## config.mk

```make
export PLATFORM = sky130hd
export DESIGN_NAME = adder_share_arb_flat
export DESIGN_NICKNAME = d
export VERILOG_FILES = /design/src/rtl/adder_share_arb_pkg.sv /design/src/rtl/adder_share_arb_if.sv /design/src/rtl/adder_share_arb_rr_pick.sv /design/src/rtl/adder_share_arb.sv /design/src/flat_wrapper.sv
export SDC_FILE = /design/constraint.sdc
export NUM_CORES = 1
export LEC_CHECK = 0
export BUFFER_PORTS_ARGS = -buffer_cell sky130_fd_sc_hd__buf_2
export CORE_MARGIN = 2
export CORE_UTILIZATION = 40
export CTS_BUF_LIST = sky130_fd_sc_hd__clkbuf_4
export CTS_CLUSTER_DIAMETER = 150
export DETAILED_ROUTE_END_ITERATION = 7
export PLACE_DENSITY = 0.66
export SETUP_SLACK_MARGIN = 0.3
export SKIP_CTS_REPAIR_TIMING = 1
export SLEW_MARGIN = 40
export SYNTH_ARGS = -nofsm -noshare
export SYNTH_HDL_FRONTEND = slang
export SYNTH_HIERARCHICAL = 1
export SYNTH_SLANG_ARGS = --single-unit
```

## constraint.sdc

```tcl
create_clock -name clk -period 2.5 [get_ports clk]
set_clock_uncertainty 0.05 [all_clocks]
set_input_delay 0.5 -clock clk [delete_from_list [all_inputs] [get_ports clk]]
set_output_delay 0.5 -clock clk [all_outputs]
set_load 0.01 [all_outputs]
```

## src/rtl/adder_share_arb_pkg.sv

```systemverilog
// adder_share_arb_pkg: shared types and constants for the adder-sharing arbiter.
//   arb_state_t  - sequencer states (IDLE, ISSUE, WAIT, RESP)
//   DEF_*        - default parameter values
//   PTR_W/CNT_W  - width of requester indices (up to 8 requesters) and latency counter
//   rr_next()    - round-robin successor of a requester index
package adder_share_arb_pkg;

  localparam int unsigned DEF_NUM_REQ = 4;
  localparam int unsigned DEF_DATA_W  = 2;
  localparam int unsigned DEF_ADD_LAT = 1;
  localparam int unsigned DEF_TIMEOUT = 16;

  localparam int unsigned PTR_W = 3;
  localparam int unsigned CNT_W = 4;

  typedef enum logic [1:0] {
    IDLE,
    ISSUE,
    WAIT,
    RESP
  } arb_state_t;

  function automatic logic [PTR_W-1:0] rr_next(input logic [PTR_W-1:0] ptr,
                                               input int unsigned        n);
    return PTR_W'((32'(ptr) + 32'd1) % n);
  endfunction

endpackage

```

## src/rtl/adder_share_arb_if.sv

```systemverilog
// adder_share_arb_if: bundle of requester-side and adder-side signals.
//   req_valid/req_ready/req_a/req_b - request handshake and flat operands
//   rsp_valid/rsp_ready/rsp_c       - response handshake and shared result bus
//   add_a/add_b/add_valid/add_c     - shared adder pins
//   err_timeout                     - dropped-response pulse
// modport master: the arbiter; modport slave: requesters plus adder.
interface adder_share_arb_if
  import adder_share_arb_pkg::*;
#(
  parameter int unsigned NUM_REQ = DEF_NUM_REQ,
  parameter int unsigned DATA_W  = DEF_DATA_W
);

  logic [NUM_REQ-1:0]        req_valid;
  logic [NUM_REQ-1:0]        req_ready;
  logic [NUM_REQ*DATA_W-1:0] req_a;
  logic [NUM_REQ*DATA_W-1:0] req_b;
  logic [NUM_REQ-1:0]        rsp_valid;
  logic [NUM_REQ-1:0]        rsp_ready;
  logic [DATA_W:0]           rsp_c;
  logic [DATA_W-1:0]         add_a;
  logic [DATA_W-1:0]         add_b;
  logic                      add_valid;
  logic [DATA_W:0]           add_c;
  logic                      err_timeout;

  modport master (
    input  req_valid, req_a, req_b, rsp_ready, add_c,
    output req_ready, rsp_valid, rsp_c, add_a, add_b, add_valid, err_timeout
  );

  modport slave (
    output req_valid, req_a, req_b, rsp_ready, add_c,
    input  req_ready, rsp_valid, rsp_c, add_a, add_b, add_valid, err_timeout
  );

endinterface

```

## src/rtl/adder_share_arb_rr_pick.sv

```systemverilog
// adder_share_arb_rr_pick: combinational round-robin winner search.
//   req_valid - per-requester request
//   ptr       - index searched first; search goes upward with wrap
//   gnt_oh    - one-hot winner (all zero if nothing pending)
//   gnt_idx   - encoded winner index
//   gnt_any   - a winner exists
module adder_share_arb_rr_pick
  import adder_share_arb_pkg::*;
#(
  parameter int unsigned NUM_REQ = DEF_NUM_REQ
) (
  input  logic [NUM_REQ-1:0] req_valid,
  input  logic [PTR_W-1:0]   ptr,
  output logic [NUM_REQ-1:0] gnt_oh,
  output logic [PTR_W-1:0]   gnt_idx,
  output logic               gnt_any
);

  int unsigned idx;

  always_comb begin
    gnt_oh  = '0;
    gnt_idx = '0;
    gnt_any = 1'b0;
    idx     = 0;
    for (int unsigned k = 0; k < NUM_REQ; k++) begin
      idx = (32'(ptr) + k) % NUM_REQ;
      if (!gnt_any && req_valid[idx]) begin
        gnt_any     = 1'b1;
        gnt_oh[idx] = 1'b1;
        gnt_idx     = PTR_W'(idx);
      end
    end
  end

endmodule

```

## src/rtl/adder_share_arb.sv

```systemverilog
// adder_share_arb: round-robin arbiter/sequencer sharing one registered adder
// among NUM_REQ requesters, one transaction in flight at a time.
//   clk   - rising-edge clock
//   reset - asynchronous, active-low
//   bus   - adder_share_arb_if.master (request/response handshakes, adder pins,
//           err_timeout)
// Optional feature macro ADDER_SHARE_ARB_TIMEOUT_EN: drop a response that is not
// accepted within TIMEOUT RESP cycles and pulse err_timeout.
module adder_share_arb
  import adder_share_arb_pkg::*;
#(
  parameter int unsigned NUM_REQ = DEF_NUM_REQ,
  parameter int unsigned DATA_W  = DEF_DATA_W,
  parameter int unsigned ADD_LAT = DEF_ADD_LAT,
  parameter int unsigned TIMEOUT = DEF_TIMEOUT
) (
  input logic               clk,
  input logic               reset,
  adder_share_arb_if.master bus
);

  arb_state_t          state_q, state_d;
  logic [PTR_W-1:0]    ptr_q, ptr_d;
  logic [PTR_W-1:0]    gnt_q, gnt_d;
  logic [CNT_W-1:0]    cnt_q, cnt_d;
  logic [DATA_W-1:0]   add_a_q, add_a_d;
  logic [DATA_W-1:0]   add_b_q, add_b_d;
  logic                add_valid_q, add_valid_d;
  logic [NUM_REQ-1:0]  rsp_valid_q, rsp_valid_d;
  logic [DATA_W:0]     rsp_c_q, rsp_c_d;

  logic [NUM_REQ-1:0]  pick_oh;
  logic [PTR_W-1:0]    pick_idx;
  logic                pick_any;
  logic                rsp_hit;
  logic                rsp_drop;

  adder_share_arb_rr_pick #(
    .NUM_REQ (NUM_REQ)
  ) u_rr_pick (
    .req_valid (bus.req_valid),
    .ptr       (ptr_q),
    .gnt_oh    (pick_oh),
    .gnt_idx   (pick_idx),
    .gnt_any   (pick_any)
  );

  // rsp_valid_q is one-hot on gnt in RESP, so it doubles as the rsp_ready select.
  assign rsp_hit = |(bus.rsp_ready & rsp_valid_q);

`ifdef ADDER_SHARE_ARB_TIMEOUT_EN
  logic [15:0] tcnt_q, tcnt_d;
  logic        err_q;

  assign rsp_drop = (state_q == RESP) && !rsp_hit && (tcnt_q == 16'(TIMEOUT - 1));

  always_comb begin
    tcnt_d = '0;
    if (state_q == RESP) tcnt_d = tcnt_q + 16'(1);
  end

  always_ff @(posedge clk or negedge reset) begin
    if (!reset) begin
      tcnt_q <= '0;
      err_q  <= 1'b0;
    end else begin
      tcnt_q <= tcnt_d;
      err_q  <= rsp_drop;
    end
  end

  assign bus.err_timeout = err_q;
`else
  assign rsp_drop        = 1'b0;
  assign bus.err_timeout = 1'b0;
`endif

  always_comb begin
    state_d     = state_q;
    ptr_d       = ptr_q;
    gnt_d       = gnt_q;
    cnt_d       = cnt_q;
    add_a_d     = add_a_q;
    add_b_d     = add_b_q;
    add_valid_d = 1'b0;
    rsp_valid_d = rsp_valid_q;
    rsp_c_d     = rsp_c_q;
    unique case (state_q)
      IDLE: begin
        // The adder operand registers double as the latched request operands.
        if (pick_any) begin
          gnt_d       = pick_idx;
          add_a_d     = bus.req_a[32'(pick_idx)*DATA_W +: DATA_W];
          add_b_d     = bus.req_b[32'(pick_idx)*DATA_W +: DATA_W];
          add_valid_d = 1'b1;
          state_d     = ISSUE;
        end
      end
      ISSUE: begin
        cnt_d   = CNT_W'(ADD_LAT);
        state_d = WAIT;
      end
      WAIT: begin
        cnt_d = cnt_q - CNT_W'(1);
        if (cnt_q == CNT_W'(1)) begin
          rsp_c_d     = bus.add_c;
          rsp_valid_d = NUM_REQ'(1) << gnt_q;
          state_d     = RESP;
        end
      end
      RESP: begin
        if (rsp_hit || rsp_drop) begin
          rsp_valid_d = '0;
          ptr_d       = rr_next(gnt_q, NUM_REQ);
          state_d     = IDLE;
        end
      end
      default: state_d = IDLE;
    endcase
  end

  always_ff @(posedge clk or negedge reset) begin
    if (!reset) begin
      state_q     <= IDLE;
      ptr_q       <= '0;
      gnt_q       <= '0;
      cnt_q       <= '0;
      add_a_q     <= '0;
      add_b_q     <= '0;
      add_valid_q <= 1'b0;
      rsp_valid_q <= '0;
      rsp_c_q     <= '0;
    end else begin
      state_q     <= state_d;
      ptr_q       <= ptr_d;
      gnt_q       <= gnt_d;
      cnt_q       <= cnt_d;
      add_a_q     <= add_a_d;
      add_b_q     <= add_b_d;
      add_valid_q <= add_valid_d;
      rsp_valid_q <= rsp_valid_d;
      rsp_c_q     <= rsp_c_d;
    end
  end

  // Gated by reset so no accept strobe is visible while reset is held.
  assign bus.req_ready = (reset && state_q == IDLE) ? pick_oh : '0;
  assign bus.rsp_valid = rsp_valid_q;
  assign bus.rsp_c     = rsp_c_q;
  assign bus.add_a     = add_a_q;
  assign bus.add_b     = add_b_q;
  assign bus.add_valid = add_valid_q;

endmodule

```

## src/flat_wrapper.sv

```systemverilog
// flat-port wrapper written by rule: the top's interface ports become plain ports
module adder_share_arb_flat import adder_share_arb_pkg::*;
#(
  parameter int unsigned NUM_REQ = DEF_NUM_REQ,
  parameter int unsigned DATA_W  = DEF_DATA_W,
  parameter int unsigned ADD_LAT = DEF_ADD_LAT,
  parameter int unsigned TIMEOUT = DEF_TIMEOUT
)
  (clk, reset, bus_req_valid, bus_req_a, bus_req_b, bus_rsp_ready, bus_add_c, bus_req_ready, bus_rsp_valid, bus_rsp_c, bus_add_a, bus_add_b, bus_add_valid, bus_err_timeout);
  adder_share_arb_if #(.NUM_REQ(NUM_REQ), .DATA_W(DATA_W)) bus_i ();
  input logic clk;
  input logic reset;
  input wire logic [$bits(bus_i.req_valid)-1:0] bus_req_valid;
  input wire logic [$bits(bus_i.req_a)-1:0] bus_req_a;
  input wire logic [$bits(bus_i.req_b)-1:0] bus_req_b;
  input wire logic [$bits(bus_i.rsp_ready)-1:0] bus_rsp_ready;
  input wire logic [$bits(bus_i.add_c)-1:0] bus_add_c;
  output wire logic [$bits(bus_i.req_ready)-1:0] bus_req_ready;
  output wire logic [$bits(bus_i.rsp_valid)-1:0] bus_rsp_valid;
  output wire logic [$bits(bus_i.rsp_c)-1:0] bus_rsp_c;
  output wire logic [$bits(bus_i.add_a)-1:0] bus_add_a;
  output wire logic [$bits(bus_i.add_b)-1:0] bus_add_b;
  output wire logic [$bits(bus_i.add_valid)-1:0] bus_add_valid;
  output wire logic [$bits(bus_i.err_timeout)-1:0] bus_err_timeout;
  assign bus_i.req_valid = bus_req_valid;
  assign bus_i.req_a = bus_req_a;
  assign bus_i.req_b = bus_req_b;
  assign bus_i.rsp_ready = bus_rsp_ready;
  assign bus_i.add_c = bus_add_c;
  assign bus_req_ready = bus_i.req_ready;
  assign bus_rsp_valid = bus_i.rsp_valid;
  assign bus_rsp_c = bus_i.rsp_c;
  assign bus_add_a = bus_i.add_a;
  assign bus_add_b = bus_i.add_b;
  assign bus_add_valid = bus_i.add_valid;
  assign bus_err_timeout = bus_i.err_timeout;
  adder_share_arb #(.NUM_REQ(NUM_REQ), .DATA_W(DATA_W), .ADD_LAT(ADD_LAT), .TIMEOUT(TIMEOUT)) u_core (.clk(clk), .reset(reset), .bus(bus_i));
endmodule
```

==> summary.txt, run 1 <==
Status
  • Status: finished, violations left
  • Violated checks: negative setup slack

Place
  • Post-DP Area: 2051 um2
  • Post-DP HPWL: between 2 and 3 mm
  • Global placement routability congestion: 0.7574
  • Port Buffers: 44

STA
  • FMAX: around 350 MHz
  • Final hold viol count: 0
  • Setup violators final: 8
  • Unrepaired setup endpoints after global routing: true
  • Final WS setup: -366.7 ps
  • Min Tclk post-route: between 2000 and 3000 ps
  • Crit share post-route: 114.7%
  • Max Transition Viols Final: 0
  • Setup TNS: -2005 ps

Min path
  • Hold WC Path Type: in -> async

Cells and area
  • P&R area growth vs syn: 25.68%
  • Most common cell after layout, fill and taps aside: buf_2
  • Final instance area: 2082 um2
  • # nets final: 256
  • # diodes: 0
  • Commonest non-fill, non-tap cells in the layout: buf_2, dfrtp_1, buf_4
  • Fraction of layout cells with a size suffix above 1: 44.55%

Route
  • Routed WL: 3.296 mm
  • 1st-pass router iterations: 4
  • Initial DRC count: 49
  • Antenna Nets Post-Route: 0
  • Vias per Instance: 5.126
  • Drt drc: 0
  • WL/cell: roughly 13 um
  • Vias: ~1300

Flow run
  • Max_cap viols: 0

Setup path
  • Critical Path End Type: output port
  • Reg2reg setup slack: -150 ps
  • R2r worst-path depth: 9
  • Critical path type: reg -> out
  • WP depth: 8
  • CP Launch Point: u_core/ptr_q[0]
  • Largest delay contributor family on the critical path: simple AND/OR/NAND/NOR gates
  • Worst r2r src: u_core/ptr_q[0]
  • CP cell instances: inv_4 -> ha_4 -> mux4_2 -> nor4b_4 -> a22oi_1 -> o21ai_1 -> and3_1 -> buf_2
  • Crit path max fanout: 6
  • Startpoint types: flop
  • Delay of the slowest cell on the worst path: 480 ps
  • Worst Path Arrival: ~2300 ps
  • Count of buffer and inverter cells on the critical path: 2
  • Max stage delay cell, worst path: dfrtp_2
  • Worst reg2reg path endpoint: u_core/bus.add_a[0]
  • Critical Path RT: a little under 2000 ps
  • Worst setup path end: bus_req_ready[2]

CTS
  • CTS clock-pin slew for the worst setup and hold paths: 130 ps
  • Clock sink count: 23
  • Clock buffer depth: 2
  • Root Driver: clkbuf_4
  • TritonCTS clock tree: done
  • Clk_lat worst skew: approximately 320 ps
  • CTS buffer count: 3
  • CTS H-Tree Depth: 1

Synth
  • Synth area leader: dfrtp_1
  • Syn Nets: 194
  • Post-synth cell types: 34
  • FF+latch count, synth: 23
  • Synth top area share: 34.74%
  • Synthesized netlist cell count: 150
  • Register area share after synthesis: 34.74%
  • Mapped cell area: 1657 um2
  • Synth area leaders: dfrtp_1, ha_1, mux4_2, mux2_2, a22oi_1
  • Mean Syn Cell Area: 11.04 um2
  • Ys Warns: 6

Pwr
  • Switch share: 41.50%
  • Comb pwr share: 68.1%
  • Power density over the cells: 1259 nW/um2
  • Max rail drop VDD: 639.6 uV
  • Switching power: between 1 and 1.5 mW
  • Pleak: ~1.0 nW
  • Internal Pwr Total: 1.534 mW
  • Clock share of power: 6.7%
  • Register share of total power: 25.2%

Floorplanning
  • Die width: 68.36 um
  • Row count: 23
  • DIE AREA: 4672 um2
  • Die Ht: 68.36 um
  • # IOs: 46
  • Core box area: between 4000 and 5000 um2
  • Starting Density: 41.41%

Global route
  • First-pass GRT wire length: 4.988 mm
  • GRT Resource Usage Total: 14.30%
  • Largest net degree at the start of global routing: 24
  • Gr ovfl total: 0
  • Routing usage on met1: 18.76%
  • Vias in the first global route: about 1200
  • Met2 Resource Use GR: around a quarter
  • Initial antenna violation count: 0
  • Gr busiest metal: met2
  • Met3 usage: 2.467%
worst register-to-register path: cells and delay by family, from the launching register on:
kind | cells | cell delay (ps)
buffers and inverters | 2 | 260
adder cells (fa/ha/maj) | 1 | 270
AND/OR/NAND/NOR | 1 | 300
multiplexers | 2 | 880
AO/OA/AOI/OAI | 3 | 320
flip-flops | 1 | 480
area by class of cell:
| cell class | instances | area, um2 |
|---|---|---|
| Inverter | 13 | 51.30 |
| Timing Repair Buffer | 64 | 370.4 |
| Fill cell | 374 | 1918 |
| Clock buffer | 3 | 22.52 |
| Multi-Input combinational cell | 107 | 992.2 |
| Sequential cell | 23 | 578.1 |
| Tap cell | 50 | 62.56 |
| Clock inverter | 1 | 5.005 |
sequential cells by signal, indices dropped and copies added (netlist names):
signal                cells
u_core/bus.add_b          2
u_core/gnt_q              3
u_core/bus.add_a          2
u_core/ptr_q              2
u_core/bus.add_valid      1
u_core/bus.rsp_valid      4
u_core/cnt_q              4
u_core/bus.rsp_c          3
u_core/state_q            2
cells in the mapped netlist:
master	instances
o21a_1	1
a21bo_1	1
mux4_1	2
nor4b_4	1
buf_6	3
clkbuf_1	2
nand3b_1	2
nor3b_2	1
nand3_1	3
nor3_1	2
ha_1	15
a22o_1	8
conb_1	2
nand2_1	9
a32oi_1	1
mux2i_1	2
and2b_2	1
o211ai_1	1
a22oi_1	10
a21oi_1	1
inv_1	13
and3_1	4
o31ai_1	1
mux4_2	6
mux2_2	9
o311ai_0	1
nor3_2	1
nor4_1	1
a32o_1	1
buf_4	2
dfrtp_1	23
nand2b_1	5
nor2_1	4
o21ai_0	11
power by group through the flow:
stage | clock network (mW) | registers (mW) | logic (mW)
floorplan | 0 | 0.679 | 1.28
global route | 0.203 | 0.689 | 1.97
CTS | 0.183 | 0.663 | 1.78
global placement | 0 | 0.666 | 1.75
detailed placement | 0 | 0.667 | 1.77
finish | 0.175 | 0.661 | 1.79
kinds of logic (layout without fill, tap and decap cells):
family | count (synthesis) | count (layout) | synth area share [%]
buf+inv | 20 | 81 | 6.344
compound gates | 37 | 37 | 16.01
simple gates | 34 | 34 | 12.46
mux | 19 | 19 | 18.66
flops | 23 | 23 | 34.74
other cells | 2 | 2 | 0.4533
fa+ha+maj | 15 | 15 | 11.33
worst min path at each step:
stage          slack (ps)  cells past startpoint                   to
2_1_floorplan         150                      0  u_core/bus.add_a[0]
3_3_place_gp          430                      1  u_core/bus.rsp_c[0]
3_5_place_dp          440                      1  u_core/bus.rsp_c[0]
4_1_cts               130                      2      u_core/cnt_q[0]
5_1_grt               150                      2      u_core/cnt_q[2]
6_report              120                      2      u_core/cnt_q[0]
metal layers:
| layer | wire, um | vias to the layer above | part of all wire [%] |
|---|---|---|---|
| met5 | 0 | - | 0 |
| li1 | - | 675 | - |
| met4 | 24 | 0 | 0.73 |
| met3 | 86 | 2 | 2.6 |
| met2 | 1634 | 20 | 50 |
| met1 | 1550 | 641 | 47 |
per-stage QoR:
| stage | total power [mW] | utilization [%] | std cells | hold slack, ps | setup slack (ps) |
|---|---|---|---|---|---|
| 2_1_floorplan | 1.955 | - | 150 | 154.4 | -156.7 |
| 3_3_place_gp | 2.416 | 51.27 | 257 | 432.0 | -210.0 |
| 3_5_place_dp | 2.442 | 51.27 | 257 | 439.3 | -235.7 |
| 4_1_cts | 2.621 | 51.96 | 261 | 130.0 | -542.4 |
| 5_1_grt | 2.867 | 52.05 | 261 | 146.4 | -521.5 |
| 6_report | 2.622 | 52.05 | 261 | 120.3 | -366.7 |
Note: power is estimated with default switching activity, not from simulation.
==> run 2, diff against run 1 <==
--- a/config.mk
+++ b/config.mk
@@ -11,7 +11,6 @@
 export CTS_BUF_LIST = sky130_fd_sc_hd__clkbuf_4
 export CTS_CLUSTER_DIAMETER = 150
 export DETAILED_ROUTE_END_ITERATION = 7
-export PLACE_DENSITY = 0.66
 export SETUP_SLACK_MARGIN = 0.3
 export SKIP_CTS_REPAIR_TIMING = 1
 export SLEW_MARGIN = 40
==> constraint.sdc (replaced) <==
create_clock -name clk -period 2.75 [get_ports clk]
set_clock_uncertainty 0.05 [all_clocks]
set_input_delay 0.55 -clock clk [delete_from_list [all_inputs] [get_ports clk]]
set_output_delay 0.55 -clock clk [all_outputs]
set_load 0.01 [all_outputs]
==> run 2 against run 1 <==
Net effect:
- the flow still finishes with violations (negative setup slack)
- register-to-register slack better by 240 ps
- critical path type unchanged
- total power down 11%
- worst hold slack improved by 68 ps
- critical endpoint is now bus_req_ready[1]
- critical path depth unchanged
- highest routed layer is now met3
==> summary.txt, run 2 (synthesis results as in run 1) <==
Status
  • Status: finished, violations left (unchanged)
  • Violated checks: negative setup slack (unchanged)

STA
  • FMAX: 331.9 MHz
  • Unrepaired setup endpoints after global routing: true (unchanged)
  • Setup TNS: -903.7 ps (was -2005 ps)
  • Final WS setup: -262.5 ps (was -366.7 ps)
  • Final hold viol count: 0 (unchanged)
  • Hold WS: 188.1 ps (was 120.3 ps)
  • Crit share post-route: 109.5%
  • Min Tclk post-route: 3013 ps
  • Max Transition Viols Final: 0 (unchanged)
  • Setup violators final: 4 (was 8)

CTS
  • TritonCTS clock tree: done (unchanged)
  • CTS buffer count: 3 (unchanged)
  • Clk_lat worst skew: 310 ps (was 320 ps)
  • Clock sink count: 23 (unchanged)
  • CTS H-Tree Depth: 1 (unchanged)
  • Clock buffer depth: 2 (unchanged)
  • CTS clock-pin slew for the worst setup and hold paths: 140 ps (was 130 ps)
  • Root Driver: clkbuf_4 (unchanged)

Setup path
  • Worst setup path end: bus_req_ready[1] (was bus_req_ready[2])
  • Delay of the slowest cell on the worst path: 470 ps (was 480 ps)
  • Crit path max fanout: 6 (unchanged)
  • Critical path type: reg -> out (unchanged)
  • R2r worst-path depth: 9 (unchanged)
  • Worst r2r src: u_core/ptr_q[0] (unchanged)
  • Startpoint types: flop (unchanged)
  • Reg2reg setup slack: 90 ps (was -150 ps)
  • CP Launch Point: u_core/ptr_q[0] (unchanged)
  • CP cell instances: inv_4 -> ha_4 -> mux4_2 -> nor4b_4 -> a22oi_1 -> o21ai_1 -> and3_1 -> buf_2 (unchanged)
  • Critical Path End Type: output port (unchanged)
  • Max stage delay cell, worst path: dfrtp_2 (unchanged)
  • Worst Path Arrival: 2410 ps (was 2320 ps)
  • Worst reg2reg path endpoint: u_core/bus.add_a[1] (was u_core/bus.add_a[0])
  • Critical Path RT: 2150 ps (was 1950 ps)

Cells and area
  • Multi-input gate area: 1005 um2 (was 992.2 um2)
  • P&R area growth vs syn: 22.13% (was 25.68%)
  • # diodes: 0 (unchanged)
  • Fraction of layout cells with a size suffix above 1: 41.79% (was 44.55%)
  • Most common cell after layout, fill and taps aside: buf_2 (unchanged)
  • Storage cell area: 578.1 um2 (unchanged)
  • # nets final: 246 (was 256)
  • Commonest non-fill, non-tap cells in the layout: buf_2, dfrtp_1, ha_1 (was buf_2, dfrtp_1, buf_4)
  • Fillers: 371 (was 374)

Route
  • Initial DRC count: 45 (was 49)
  • Drt drc: 0 (unchanged)
  • Vias per Instance: 5.207 (was 5.126)
  • Routed WL: 3.482 mm (was 3.296 mm)
  • Antenna Nets Post-Route: 0 (unchanged)
  • Vias: 1307 (was 1338)
  • 1st-pass router iterations: 4 (unchanged)
  • WL/cell: 13.87 um (was 12.63 um)

Min path
  • Hold WC Path Type: in -> async (unchanged)

Global route
  • Initial antenna violation count: 0 (unchanged)
  • Gr ovfl total: 0 (unchanged)
  • Vias in the first global route: 1211 (was 1150)
  • GRT Resource Usage Total: 15.42% (was 14.30%)
  • First-pass GRT wire length: 5.437 mm (was 4.988 mm)
  • Largest net degree at the start of global routing: 24 (unchanged)

Floorplanning
  • Die Ht: 68.36 um (unchanged)
  • Die width: 68.36 um (unchanged)
  • Core box area: 4000 um2 (unchanged)
  • Row count: 23 (unchanged)
  • # IOs: 46 (unchanged)
  • DIE AREA: 4672 um2 (unchanged)
  • Starting Density: 41.41% (unchanged)

Place
  • Global placement routability congestion: 0.9138 (was 0.7574)
  • Port Buffers: 44 (unchanged)
  • Post-DP HPWL: 2.799 mm (was 2.720 mm)

Pwr
  • Max rail drop VDD: 519.1 uV (was 639.6 uV)
  • Power density over the cells: 1158 nW/um2 (was 1259 nW/um2)
  • Pleak: 0.9967 nW (was 1.035 nW)

Flow run
  • Max_cap viols: 0 (unchanged)
[run 2: how the worst min path moves through the flow]
stage | endpoint | cells past startpoint
4_1_cts | u_core/ptr_q[0] | 2
3_5_place_dp | u_core/bus.add_b[1] | 1
3_3_place_gp | u_core/bus.rsp_c[2] | 1
2_1_floorplan | u_core/bus.add_a[0] | 0
6_report | u_core/bus.rsp_valid[2] | 2
5_1_grt | u_core/state_q[1] | 2
[run 2: stage by stage]
step | total power [mW] | instance area (um2) | cells | utilization (%) | worst slack [ps]
floorplan | 1.771 | 1673 | 150 | - | 93.27
global placement | 2.047 | 1952 | 244 | 48.80 | 39.55
detailed placement | 2.112 | 1952 | 244 | 48.80 | -49.84
CTS | 2.275 | 1979 | 248 | 49.48 | -338.7
global route | 2.548 | 2023 | 251 | 50.58 | -371.0
finish | 2.343 | 2023 | 251 | 50.58 | -262.5
[run 2: final cells by class]
type	instances	share of cell area (%)
repair buffers	54	14.78
flip-flops and latches	23	28.57
multi-input cells	107	49.66
clock buffers	3	1.113
clock inverters	1	0.2474
well taps	50	3.092
inverters	13	2.536
[run 2: metal layers]
| metal | track usage (%) | wire [um] |
|---|---|---|
| met4 | 4.500 | 0 |
| met5 | 0 | 0 |
| met3 | 2.138 | 105 |
| met1 | 20.87 | 1640 |
| met2 | 25.61 | 1735 |
[run 2: worst max-delay path, delay by kind of cell, from the launching register on]
| family | cells | cell delay (ps) |
|---|---|---|
| and+or+nand+nor | 2 | 590 |
| DFF | 1 | 470 |
| muxes | 1 | 360 |
| adders and majority gates | 1 | 270 |
| AOI/OAI and AO/OA | 2 | 230 |
| buffers and inverters | 2 | 170 |
[run 2: report_power, final]
| part | internal (mW) | total, mW | switching [mW] |
|---|---|---|---|
| Clock | 0.0543 | 0.158 | 0.104 |
| Combinational | 0.796 | 1.58 | 0.787 |
| Sequential | 0.487 | 0.602 | 0.115 |
==> run 3, diff against run 2 <==
--- a/config.mk
+++ b/config.mk
@@ -7,10 +7,11 @@
 export LEC_CHECK = 0
 export BUFFER_PORTS_ARGS = -buffer_cell sky130_fd_sc_hd__buf_2
 export CORE_MARGIN = 2
-export CORE_UTILIZATION = 40
+export CORE_UTILIZATION = 50
 export CTS_BUF_LIST = sky130_fd_sc_hd__clkbuf_4
 export CTS_CLUSTER_DIAMETER = 150
 export DETAILED_ROUTE_END_ITERATION = 7
+export PLACE_DENSITY = 0.77
 export SETUP_SLACK_MARGIN = 0.3
 export SKIP_CTS_REPAIR_TIMING = 1
 export SLEW_MARGIN = 40
==> run 3 against run 2 <==
Net effect:
- the flow still finishes with violations (negative setup slack)
- design area is 0.99% higher
- non-clock buffer count is 4 higher
- total power is 2.8% higher
- core utilization is 15 points higher
- cell count is 0.80% lower
- critical path type unchanged
- first-iteration DRC count is 78% higher
- clock power is 6% higher
==> summary.txt, run 3 (synthesis results as in run 1) <==
STA
  • Final WS setup: -232.2 ps (was -262.5 ps)
  • Setup violators final: 4 (unchanged)
  • Min Tclk post-route: 2982 ps (was 3013 ps)
  • Final hold viol count: 0 (unchanged)
  • Unrepaired setup endpoints after global routing: true (unchanged)
  • Crit share post-route: 108.4% (was 109.5%)
  • Hold WS: 185.3 ps (was 188.1 ps)
  • FMAX: 335.3 MHz (was 331.9 MHz)
  • Max Transition Viols Final: 0 (unchanged)

Cells and area
  • Commonest non-fill, non-tap cells in the layout: buf_2, dfrtp_1, ha_1 (unchanged)
  • Fraction of layout cells with a size suffix above 1: 43.41% (was 41.79%)
  • Fillers: 256 (was 371)
  • P&R area growth vs syn: 23.34% (was 22.13%)
  • # diodes: 0 (unchanged)
  • Final instance area: 2043 um2 (was 2023 um2)
  • # nets final: 250 (was 246)
  • Most common cell after layout, fill and taps aside: buf_2 (unchanged)
  • Final Core Density: 65.85% (was 50.58%)
  • Multi-input gate area: 999.7 um2 (was 1005 um2)
  • Storage cell area: 578.1 um2 (unchanged)

Setup path
  • Crit path max fanout: 6 (unchanged)
  • Startpoint types: flop (unchanged)
  • Worst reg2reg path endpoint: u_core/bus.add_b[1] (was u_core/bus.add_a[1])
  • WP depth: 8 (unchanged)
  • Count of buffer and inverter cells on the critical path: 2 (unchanged)
  • Worst Path Arrival: 2380 ps (was 2410 ps)
  • Worst setup path end: bus_req_ready[0] (was bus_req_ready[1])
  • Worst r2r src: u_core/ptr_q[0] (unchanged)
  • Max stage delay cell, worst path: dfrtp_2 (unchanged)
  • CP cell instances: inv_4 -> ha_4 -> mux4_2 -> nor4b_4 -> a22oi_1 -> o21ai_1 -> and3_1 -> buf_2 (unchanged)
  • Critical path type: reg -> out (unchanged)
  • Delay of the slowest cell on the worst path: 460 ps (was 470 ps)
  • Critical Path End Type: output port (unchanged)
  • R2r worst-path depth: 9 (unchanged)
  • Critical Path RT: 2150 ps (about the same)
  • Largest delay contributor family on the critical path: simple AND/OR/NAND/NOR gates (unchanged)
  • CP Launch Point: u_core/ptr_q[0] (unchanged)
  • Reg2reg setup slack: 20 ps (was 90 ps)

Pwr
  • Max rail drop VDD: 654.0 uV (was 519.1 uV)
  • Comb pwr share: 68.2% (was 67.6%)
  • Switching power: 1.022 mW (was 1.006 mW)
  • Register share of total power: 24.9% (was 25.7%)
  • Pleak: 1.019 nW (was 0.9967 nW)
  • Clock share of power: 7.0% (was 6.7%)
  • Switch share: 42.43% (was 42.93%)
  • Power density over the cells: 1178 nW/um2 (was 1158 nW/um2)
  • Internal Pwr Total: 1.386 mW (was 1.337 mW)

Floorplanning
  • Row count: 20 (was 23)
  • Starting Density: 53.39% (was 41.41%)
  • Die Ht: 61.56 um (was 68.36 um)
  • DIE AREA: 3790 um2 (was 4672 um2)
  • Die width: 61.56 um (was 68.36 um)
  • # IOs: 46 (unchanged)
  • Core box area: 3103 um2 (was 4000 um2)

Place
  • Pre-CTS setup slack: -50.10 ps (was -49.84 ps)
  • Port Buffers: 44 (unchanged)
  • Post-DP Area: 1952 um2 (unchanged)
  • Post-DP HPWL: 2.838 mm (was 2.799 mm)
  • Global placement routability congestion: 0.9069 (was 0.9138)

Min path
  • Hold WC Path Type: in -> async (unchanged)

Route
  • Antenna Nets Post-Route: 0 (unchanged)
  • WL/cell: 14.69 um (was 13.87 um)
  • Vias per Instance: 5.538 (was 5.207)
  • Initial DRC count: 80 (was 45)
  • 1st-pass router iterations: 4 (unchanged)
  • Routed WL: 3.659 mm (was 3.482 mm)
  • Drt drc: 0 (unchanged)
  • Vias: 1379 (was 1307)

CTS
  • Clock sink count: 23 (unchanged)
  • CTS H-Tree Depth: 1 (unchanged)
  • Root Driver: clkbuf_4 (unchanged)
  • TritonCTS clock tree: done (unchanged)
  • Clk_lat worst skew: 310 ps (about the same)
  • CTS buffer count: 3 (unchanged)
  • CTS clock-pin slew for the worst setup and hold paths: 130 ps (was 140 ps)
  • Clock buffer depth: 2 (unchanged)

Flow run
  • Max_cap viols: 0 (unchanged)

Global route
  • First-pass GRT wire length: 5.609 mm (was 5.437 mm)
  • Vias in the first global route: 1333 (was 1211)
  • Gr ovfl total: 0 (unchanged)
  • GRT Resource Usage Total: 19.54% (was 15.42%)
  • Largest net degree at the start of global routing: 24 (unchanged)
  • Initial antenna violation count: 0 (unchanged)

Status
  • Status: finished, violations left (unchanged)
  • Violated checks: negative setup slack (unchanged)
## run 3: changes by cell type in the layout (fill, tap and decap cells not counted)
cell,previous run,this run
buf_4,9,13
a32o_1,1,0
a32o_2,0,1
clkbuf_4,3,4
clkinv_2,1,0
nor3_2,1,2
nor3_4,1,0
## run 3: how the worst min path moves through the flow
| stage | cells after the start | endpoint | start | slack, ps |
|---|---|---|---|---|
| global route | 2 | u_core/cnt_q[0] | reset | 210 |
| floorplan | 0 | u_core/bus.add_a[0] | reset | 200 |
| global placement | 1 | u_core/bus.rsp_c[2] | u_core/bus.rsp_c[2] | 430 |
| CTS | 2 | u_core/gnt_q[1] | reset | 200 |
| detailed placement | 1 | u_core/bus.add_a[0] | u_core/bus.add_a[0] | 440 |
| finish | 2 | u_core/state_q[1] | reset | 190 |
## run 3: routing by layer
layer | track usage [%] | vias to the layer above | part of all wire, % | routed length [um]
met1 | 23.48 | 673 | 41 | 1486
met2 | 36.69 | 38 | 56 | 2035
li1 | - | 664 | - | -
met4 | 6.383 | 0 | 0.82 | 30
met3 | 1.261 | 4 | 2.9 | 106
met5 | 0 | - | 0 | 0
## run 3: cell type report
cell class,instances,share of cell area [%]
clock buffer,4,1.470
inverter,13,2.511
multi-input combinational,107,48.93
sequential,23,28.29
tap,44,2.694
timing repair buffer,58,16.11
## run 3: power groups by stage
stage	combinational (mW)	sequential (mW)	clock, mW
after floorplan	1.15	0.617	0
after global placement	1.44	0.599	0
after detailed placement	1.52	0.612	0
after CTS	1.53	0.604	0.171
after global routing	1.81	0.615	0.182
final	1.64	0.599	0.167
## run 3: stage by stage
| stage | cells | setup TNS [ps] | power [mW] |
|---|---|---|---|
| after floorplan | 150 | 0 | 1.771 |
| after global placement | 239 | 0 | 2.034 |
| after detailed placement | 239 | -218.0 | 2.129 |
| after CTS | 243 | -1673 | 2.300 |
| after global routing | 249 | -1421 | 2.612 |
| final | 249 | -851.6 | 2.407 |
## run 3: worst reg2reg max path, delay by kind of cell (launching register included)
family                     cells  cell delay, ps
DFF                            1             460
and+or+nand+nor                2             460
muxes                          2             670
buffers and inverters          2             240
AOI/OAI and AO/OA              2             480
adders and majority gates      1             280
